<file path="src/rtl/rgb_to_tmds.sv">
// Three-channel DVI TMDS encoder: two-stage pipeline (transition minimisation,
// then DC balancing) with an optional extra output register stage.
module rgb_to_tmds #(
    parameter int unsigned PIPE_EXTRA = 0
) (
    input  logic        clk,
    input  logic        reset,
    input  logic        de,
    input  logic        hsync,
    input  logic        vsync,
    input  logic [7:0]  red,
    input  logic [7:0]  green,
    input  logic [7:0]  blue,
    output logic [9:0]  tmds_ch0,
    output logic [9:0]  tmds_ch1,
    output logic [9:0]  tmds_ch2,
    output logic [29:0] data_out,
    output logic        de_out
);

    localparam logic [9:0] TOKEN_00 = 10'b1101010100;
    localparam logic [9:0] TOKEN_01 = 10'b0010101011;
    localparam logic [9:0] TOKEN_10 = 10'b0101010100;
    localparam logic [9:0] TOKEN_11 = 10'b1010101011;

    function automatic logic [3:0] ones8(input logic [7:0] v);
        return {3'b000, v[0]} + {3'b000, v[1]} + {3'b000, v[2]} + {3'b000, v[3]}
             + {3'b000, v[4]} + {3'b000, v[5]} + {3'b000, v[6]} + {3'b000, v[7]};
    endfunction

    // Bit i = XOR of v[0..i]; the XNOR chain is the same with odd bits inverted.
    function automatic logic [7:0] prefix_xor(input logic [7:0] v);
        logic [7:0] p;
        p = v;
        p = p ^ (p << 1);
        p = p ^ (p << 2);
        p = p ^ (p << 4);
        return p;
    endfunction

    logic [7:0] w_d   [3];
    logic [1:0] w_ctl [3];
    logic [9:0] w_s2_word [3];
    logic [9:0] w_out [3];
    logic       w_de_out;
    logic       r_de1;
    logic       r_de2;

    assign w_d[0]   = blue;
    assign w_d[1]   = green;
    assign w_d[2]   = red;
    assign w_ctl[0] = {vsync, hsync};
    assign w_ctl[1] = 2'b00;
    assign w_ctl[2] = 2'b00;

    always_ff @(posedge clk) begin
        if (reset) begin
            r_de1 <= 1'b0;
            r_de2 <= 1'b0;
        end else begin
            r_de1 <= de;
            r_de2 <= r_de1;
        end
    end

    genvar g;
    generate
        for (g = 0; g < 3; g++) begin : g_ch
            logic [3:0]        w_n1;
            logic              w_use_xnor;
            logic [7:0]        w_px;
            logic [8:0]        w_qm;
            logic [8:0]        r_qm;
            logic [3:0]        r_n1;
            logic [3:0]        r_n0;
            logic [1:0]        r_ctl;
            logic signed [5:0] w_diff;
            logic [9:0]        w_word;
            logic signed [5:0] w_cnt;
            logic [9:0]        r_word;
            logic signed [5:0] r_cnt;

            assign w_n1       = ones8(w_d[g]);
            assign w_use_xnor = (w_n1 > 4'd4) || ((w_n1 == 4'd4) && !w_d[g][0]);
            assign w_px       = prefix_xor(w_d[g]);
            assign w_qm       = w_use_xnor ? {1'b0, w_px ^ 8'hAA} : {1'b1, w_px};

            always_ff @(posedge clk) begin
                if (reset) begin
                    r_qm  <= '0;
                    r_n1  <= '0;
                    r_n0  <= '0;
                    r_ctl <= '0;
                end else begin
                    r_qm  <= w_qm;
                    r_n1  <= ones8(w_qm[7:0]);
                    r_n0  <= 4'd8 - ones8(w_qm[7:0]);
                    r_ctl <= w_ctl[g];
                end
            end

            assign w_diff = $signed({2'b00, r_n1}) - $signed({2'b00, r_n0});

            always_comb begin
                w_word = TOKEN_00;
                w_cnt  = '0;
                if (r_de1) begin
                    if ((r_cnt == 6'sd0) || (r_n1 == r_n0)) begin
                        w_word = {~r_qm[8], r_qm[8], r_qm[8] ? r_qm[7:0] : ~r_qm[7:0]};
                        w_cnt  = r_cnt + (r_qm[8] ? w_diff : -w_diff);
                    end else if (((r_cnt > 6'sd0) && (r_n1 > r_n0)) ||
                                 ((r_cnt < 6'sd0) && (r_n0 > r_n1))) begin
                        w_word = {1'b1, r_qm[8], ~r_qm[7:0]};
                        w_cnt  = r_cnt + $signed({4'b0000, r_qm[8], 1'b0}) - w_diff;
                    end else begin
                        w_word = {1'b0, r_qm[8], r_qm[7:0]};
                        w_cnt  = r_cnt - (r_qm[8] ? 6'sd0 : 6'sd2) + w_diff;
                    end
                end else begin
                    unique case (r_ctl)
                        2'b00:   w_word = TOKEN_00;
                        2'b01:   w_word = TOKEN_01;
                        2'b10:   w_word = TOKEN_10;
                        default: w_word = TOKEN_11;
                    endcase
                end
            end

            always_ff @(posedge clk) begin
                if (reset) begin
                    r_word <= TOKEN_00;
                    r_cnt  <= '0;
                end else begin
                    r_word <= w_word;
                    r_cnt  <= w_cnt;
                end
            end

            assign w_s2_word[g] = r_word;
        end
    endgenerate

    generate
        if (PIPE_EXTRA != 0) begin : g_extra
            logic [9:0] r_xw0;
            logic [9:0] r_xw1;
            logic [9:0] r_xw2;
            logic       r_xde;

            always_ff @(posedge clk) begin
                if (reset) begin
                    r_xw0 <= TOKEN_00;
                    r_xw1 <= TOKEN_00;
                    r_xw2 <= TOKEN_00;
                    r_xde <= 1'b0;
                end else begin
                    r_xw0 <= w_s2_word[0];
                    r_xw1 <= w_s2_word[1];
                    r_xw2 <= w_s2_word[2];
                    r_xde <= r_de2;
                end
            end

            assign w_out[0] = r_xw0;
            assign w_out[1] = r_xw1;
            assign w_out[2] = r_xw2;
            assign w_de_out = r_xde;
        end else begin : g_direct
            assign w_out[0] = w_s2_word[0];
            assign w_out[1] = w_s2_word[1];
            assign w_out[2] = w_s2_word[2];
            assign w_de_out = r_de2;
        end
    endgenerate

    assign tmds_ch0 = w_out[0];
    assign tmds_ch1 = w_out[1];
    assign tmds_ch2 = w_out[2];
    assign de_out   = w_de_out;

    genvar b;
    generate
        for (b = 0; b < 10; b++) begin : g_ilv
            assign data_out[3*b +: 3] = {w_out[2][b], w_out[1][b], w_out[0][b]};
        end
    endgenerate

endmodule
</file>
<file path="config.mk">
export PLATFORM = sky130hd
export DESIGN_NAME = rgb_to_tmds
export DESIGN_NICKNAME = d
export VERILOG_FILES = /design/src/rtl/rgb_to_tmds.sv
export SDC_FILE = /design/constraint.sdc
export NUM_CORES = 1
export LEC_CHECK = 0
export BUFFER_PORTS_ARGS = -buffer_cell sky130_fd_sc_hd__buf_2
export CORE_MARGIN = 2
export CORE_UTILIZATION = 40
export CTS_BUF_LIST = sky130_fd_sc_hd__clkbuf_8
export CTS_CLUSTER_SIZE = 14
export DETAILED_ROUTE_END_ITERATION = 10
export HOLD_SLACK_MARGIN = 0.05
export PLACE_DENSITY_LB_ADDON = 0.3
export REMOVE_ABC_BUFFERS = 1
export SLEW_MARGIN = 10
export SYNTH_ARGS = -nofsm -noshare
export SYNTH_HDL_FRONTEND = slang
export SYNTH_SLANG_ARGS = --single-unit
</file>
<file path="constraint.sdc">
create_clock -name clk -period 8.4 [get_ports clk]
set_clock_uncertainty 0.15 [all_clocks]
set_input_delay 1.68 -clock clk [delete_from_list [all_inputs] [get_ports clk]]
set_output_delay 1.68 -clock clk [all_outputs]
set_load 0.01 [all_outputs]
</file>
==> metrics.md, run 1 <==
| Metric | Value |
|---|---|
| Top cell type's share of synthesized area | 0.2507 |
| DP HPWL | 11650 um |
| Crit path kind | input pin to register |
| Die H | 143.2 um |
| Num rows | 50 |
| Endpoint class of the critical path | register |
| Syn Std Cell Area | 0.007745 sq mm |
| CP startpoint kind | input pin |
| Core Area | 0.01883 sq mm |
| Root Driver | clkbuf_8 |
| CTS sink cnt | 97 |
| Post-synth EDFFs | 0 |
| Slowest Stage Delay on Critical Path | 0.56 ns |
| Vias in the first global route | 5283 |
| Clock buffer count from CTS | 9 |
| Synthesis-to-finish area growth | 9.241% |
| Post-CTS Hold Buffers | 0 |
| Skew-Pair Late Insertion Delay | 0.38 ns |
| Final number of setup-violating endpoints | 0 |
| Netlist cell types | 56 |
| Ant. Diodes | 0 |
| First DRT Iteration DRCs | 103 |
| # port buffers | 89 |
| Min Tclk post-route | 7.344 ns |
| Wire per inst | 12.36 um |
| WP data required | 8.49 ns |
| Deepest clock path buffer count | 2 |
| Htree depth | 3 |
| Post-synthesis sequential area ratio | 0.2507 |
| DRC Markers | 0 |
| Worst hold slack | 0.3270 ns |
| Drt pass-1 iters | 4 |
| Cell family with most CP delay | adder cells |
| Nets | 1065 |
| First-pass GRT wire length | 24540 um |
| Crit-path slowest cell | fa_1 |
| Global route total overflow | 0 |
| Die X | 143.2 um |
| Syn Area/Cell | 9.166 sq um |
| Global Route Usage Sum | 0.1487 |
| Yosys reg bits | 97 |
| RSZ-0062 raised after global routing | no |
| Status | finished clean |
| Worst-Margin Slew | 0.9372 ns |
| Largest net degree at the start of global routing | 54 |
| Post-Synthesis Cells | 845 |
| Max-slew headroom | 0.3752 |
| Vias per inst | 4.632 |
| DIE AREA | 0.02049 sq mm |
| Top post-synthesis cells by count | inv_1 (115), ha_1 (98), dfxtp_1 (97) |
| Hold WC Path Type | register to register |
| Critical path data arrival time | 7.44 ns |
| Final period utilization | 0.8742 |
| Top post-synthesis cells by area | dfxtp_1 (25%), ha_1 (16%), xnor2_1 (9.4%) |
| Placer Congestion | 0.7856 |
| Final Hold Viols | 0 |
| Crit-path cells | buf_2 -> inv_1 -> fa_1 -> fa_1 -> fa_1 -> inv_1 -> ha_1 -> fa_1 -> nor3b_1 -> o22ai_1 -> xor2_2 -> xnor2_2 -> xor2_1 -> fa_1 -> inv_1 -> fa_1 -> ha_1 -> inv_1 -> fa_1 -> nor2b_1 -> o21ai_0 -> a32oi_1 -> nor2_1 |
| CP Max Fanout | 5 |
| Layout cells sized above 1 | 0.1553 |
| Worst-path clk slew | 0.11 ns |
| Post-synth top area cell | dfxtp_1 |
| Initial antenna violation count | 0 |
| Starting density of the core | 0.4113 |
| F_max | 136.2 MHz |
| Final WL | 14440 um |
| WP buf/inv | 5 |
| CTS tree | built |
| Number of max-cap violations | 0 |
| Via count | 5410 |
| Final slew viol count | 0 |
| Most common cell in the netlist | inv_1 |
| I/O Pins | 90 |
| Post-CTS Setup Inserts | 0 |
| Primary FF master, synth | dfxtp_1 |
| FFs w/ async S/R, synth | 0 |
| Antenna-violating nets left | 0 |
| Setup TNS after final layout | 0 ns |
| Most used cell along the critical path | fa_1 |
| Number of instances resized during post-cts repair | 0 |
| Synth Warn # | 0 |
-- cells by family after synthesis --
family / after synthesis / share of synthesized area
fa+ha+maj: 133 / 0.2488
compound gates: 142 / 0.1215
xor+xnor: 124 / 0.1522
flops: 97 / 0.2507
buf+inv: 158 / 0.09241
mux: 8 / 0.01244
simple gates: 183 / 0.1220
-- flip-flops by register name, indices dropped and copies added (netlist names), named ones only --
signal	flops
de_out	1
g_ch.r_cnt	15
g_ch.r_ctl	2
g_ch.r_n0	9
g_ch.r_n1	9
g_ch.r_qm	27
r_de1	1
tmds_ch0	10
tmds_ch1	10
tmds_ch2	10
-- tightest hold or removal path: stages (launching register included) --
cell	delay (ns)
dfxtp_1	0.34
xnor2_1	0.07
nand2_1	0.05
-- metrics by stage --
step	utilization	instance area, sq um	std cells	setup slack (ns)
finish	0.4493	8461	1168	1.056
global route	0.4493	8461	1168	0.7572
CTS	0.4493	8461	1168	1.074
detailed placement	0.4375	8239	1152	0.6604
global placement	0.4375	8239	1152	0.7526
floorplan	-	7461	802	1.136
-- final cells by class --
class,count,area [sq um]
fillers,1823,10370
multi-input cells,590,5087
flip-flops and latches,97,1942
repair buffers,90,452.9
inverters,115,431.7
well taps,260,325.3
clock buffers,9,123.9
clock inverters,7,97.59
-- placed cells by master, fill, tap and decap left out, types with 2 or more instances in the layout --
master / count
fa_1: 35
a21o_1: 18
nand3b_1: 4
o22a_1: 2
dfxtp_1: 97
xor2_2: 3
mux2i_1: 6
a21oi_1: 51
a31oi_2: 2
buf_2: 89
a211oi_1: 10
a311oi_1: 2
clkbuf_8: 9
nand4_1: 2
o21ai_0: 26
ha_1: 98
xor2_1: 31
a31oi_1: 7
xnor2_2: 5
nand3_1: 13
nor2b_1: 24
o21a_1: 6
o22ai_1: 2
nor3_1: 6
inv_6: 3
o211ai_1: 4
or2_2: 11
xnor2_1: 83
nand2_1: 21
nand2b_1: 3
clkinv_8: 2
inv_1: 115
nor3b_1: 4
a211oi_2: 2
o21ai_4: 3
and2_1: 7
or3_1: 3
nand4b_1: 2
and3_1: 10
nor2_1: 68
-- metal layers --
layer / vias up / wire length, um / GRT usage
met4: 0 / 227 / 0.04429
met3: 18 / 434 / 0.02448
met1: 2476 / 6700 / 0.1857
li1: 2836 / - / -
met5: - / 0 / 0
met2: 80 / 7072 / 0.2624
-- final timing paths --
check | to | cells after the start | startpoint | slack [ns]
max | g_ch[0].r_n0[3]$_SDFF_PP0_ | 23 | blue[0] | 1.06
min | tmds_ch2[6]$_SDFF_PP1_ | 2 | g_ch[2].r_qm[6]$_SDFF_PP0_ | 0.33
max reg2reg | g_ch[1].r_cnt[5]$_SDFF_PP0_ | 12 | g_ch[1].r_n1[1]$_SDFF_PP0_ | 4.92
min reg2reg | tmds_ch2[6]$_SDFF_PP1_ | 2 | g_ch[2].r_qm[6]$_SDFF_PP0_ | 0.33
Power of run 1 is not shown: default switching activity piles up to over one toggle a cycle in this logic, so the estimate is an artifact.
==> inputs of run 2 (changes only) <==
- CORE_ASPECT_RATIO: not set -> 0.9
- CORE_UTILIZATION: 40 -> 55
- clock period: 8.4 -> 5.9 ns (I/O delays scaled with it)
==> run 2 against run 1 <==
The flow now finishes with violations (setup timing). Final cell count increased by 0.17%. Sequential share of layout area fell by 1.9 points. Critical path depth is the same. Routed wire length grew 4.2%. Clock-buffer cell count is the same. Non-clock buffer count is 69 higher. Flip-flop and latch count unchanged. Setup slack got worse by 1.7 ns. Global-route usage increased by 5.9 points. Worst hold slack worse by 0.0044 ns. Critical endpoint unchanged.
==> metrics.md, run 2 (synthesis results as in run 1) <==
| Metric | Value |
|---|---|
| Status | finished with violations |
| Failing checks | setup timing |
| Htree depth | 3 (unchanged) |
| Final WL | 15040 um (+4.2%) |
| Nets | 1134 (+6.5%) |
| DRC Markers | 0 (unchanged) |
| Die H | 116.6 um (-19%) |
| DIE AREA | 0.01505 sq mm (-27%) |
| F_max | 153.4 MHz |
| Final slew viol count | 0 (unchanged) |
| I/O Pins | 90 (unchanged) |
| Endpoint class of the critical path | register |
| CP Max Fanout | 3 (-2) |
| Synthesis-to-finish area growth | 19.19% |
| Root Driver | clkbuf_8 |
| Vias per inst | 4.889 (+5.5%) |
| Ant. Diodes | 0 (unchanged) |
| CTS sink cnt | 97 (unchanged) |
| WP data required | 6.01 ns (-2.48 ns) |
| Largest net degree at the start of global routing | 54 (unchanged) |
| Commonest non-fill, non-tap cell in the layout | inv_1 |
| Global Route Usage Sum | 0.2080 (+0.05933) |
| Starting density of the core | 0.5571 (+0.1458) |
| Layout cells sized above 1 | 0.2641 (+0.1088) |
| Number of max-cap violations | 0 (unchanged) |
| Final period utilization | 1.105 |
| Placer Congestion | 0.8044 (+2.4%) |
| Reg-to-reg setup timing slack | 2.37 ns (-2.55 ns) |
| Worst-Margin Slew | 0.7095 ns (-0.2277 ns) |
| Hold WC Path Type | register to register |
| RSZ-0062 raised after global routing | yes |
| Num rows | 41 (-18%) |
| # port buffers | 89 (unchanged) |
| R2R cell count | 13 (+1) |
| Global route total overflow | 0 (unchanged) |
| Clock buffer count from CTS | 9 (unchanged) |
| Skew-Pair Late Insertion Delay | 0.38 ns (about the same) |
| Reg with most FFs | g_ch.r_qm |
| First-pass GRT wire length | 25100 um (+2.3%) |
| CP startpoint kind | input pin |
| Max-slew headroom | 0.5265 (+0.1513) |
| Largest register FFs | 27 (unchanged) |
| Hold wc startpoint | g_ch[2].r_qm[4]$_SDFF_PP0_ |
| Final Hold Viols | 0 (unchanged) |
| Core Area | 0.01390 sq mm (-26%) |
| CTS tree | built |
| Final number of setup-violating endpoints | 13 (+13) |
| Worst-path clk slew | 0.10 ns (about the same) |
| Via count | 5720 (+5.7%) |
| DP HPWL | 11360 um (-2.5%) |
| Antenna-violating nets left | 0 (unchanged) |
| WHS Endpoint | tmds_ch2[4]$_SDFF_PP1_ |
| Critical path data arrival time | 6.63 ns (-0.81 ns) |
| Commonest non-fill, non-tap cells in the layout | inv_1 (101), dfxtp_1 (97), ha_1 (87) |
| Drt pass-1 iters | 4 (unchanged) |
| First DRT Iteration DRCs | 171 (+66%) |
| R2r startpoint | g_ch[0].r_n1[1]$_SDFF_PP0_ |
| Hold-critical path depth | 2 (unchanged) |
| Crit path kind | input pin to register |
| Vias in the first global route | 5574 (+5.5%) |
| Final WS setup | -0.6169 ns (-1.673 ns) |
| Wire per inst | 12.86 um (+4.0%) |
| Die X | 129.1 um (-9.8%) |
| Deepest clock path buffer count | 2 (unchanged) |
| RR Endpoint | g_ch[0].r_cnt[5]$_SDFF_PP0_ |
| Final core occ | 0.6640 (+0.2147) |
| Initial antenna violation count | 0 (unchanged) |
| Min Tclk post-route | 6.517 ns |
| Biggest regs | g_ch.r_qm (27), g_ch.r_cnt (15) |
-- run 2: metrics by stage --
step	setup TNS (ns)	hold slack [ns]	worst slack [ns]	instances	area [sq um]
2_1_floorplan	-7.778	0.2805	-0.8643	802	7461
3_3_place_gp	-11.80	0.3051	-1.008	1135	8531
3_5_place_dp	-13.44	0.3012	-1.143	1135	8531
4_1_cts	-3.877	0.3241	-0.5936	1162	9005
5_1_grt	-7.549	0.3586	-0.8485	1170	9231
6_report	-5.034	0.3226	-0.6169	1170	9231
-- run 2: layer usage --
layer	part of all wire	global-route usage	wire length, um	vias to the layer above
met5	0	0	0	-
met4	0.0093	0.05072	140	0
met3	0.034	0.03390	509	10
met2	0.51	0.3640	7600	75
met1	0.45	0.2708	6795	2662
li1	-	-	-	2973
-- run 2: final cells by class --
type / instances / area [sq um]
multi-input cells: 590 / 5340
fillers: 1092 / 4671
flip-flops and latches: 97 / 1942
repair buffers: 159 / 1044
inverters: 115 / 441.7
well taps: 193 / 241.5
clock buffers: 9 / 123.9
clock inverters: 7 / 98.84
-- run 2: worst max-delay path, stage by stage --
cell and delay (ns):
buf_8 0.08, inv_4 0.03, fa_1 0.56, fa_1 0.43
fa_1 0.49, inv_1 0.04, ha_2 0.17, fa_1 0.44
nor3b_2 0.21, o22ai_2 0.13, xor2_2 0.17, xnor2_2 0.15
xor2_1 0.19, fa_1 0.51, inv_2 0.04, fa_2 0.55
ha_4 0.16, inv_2 0.04, fa_2 0.56, nor2b_4 0.17
o21ai_1 0.08, a32oi_1 0.18, nor2_1 0.05
-- run 2: worst max-delay path by stage --
stage               cells after the start     from                          to  slack (ns)
CTS                                    23  blue[1]  g_ch[0].r_n0[3]$_SDFF_PP0_       -0.59
finish                                 23  blue[3]  g_ch[0].r_n0[3]$_SDFF_PP0_       -0.62
detailed placement                     24  blue[0]  g_ch[0].r_n0[3]$_SDFF_PP0_       -1.14
global route                           24  blue[3]  g_ch[0].r_n0[3]$_SDFF_PP0_       -0.85
floorplan                              23  blue[0]  g_ch[0].r_n0[3]$_SDFF_PP0_       -0.86
global placement                       23  blue[0]  g_ch[0].r_n0[3]$_SDFF_PP0_       -1.01
-- run 2: repair_timing --
action,4_1_cts,5_1_grt
hold buffers,0,0
gates resized for setup,44,34
pin swaps,25,20
setup endpoints to repair,16,17
hold endpoints to repair,0,0
setup buffers,11,10
Power of run 2 is left out for the same reason.
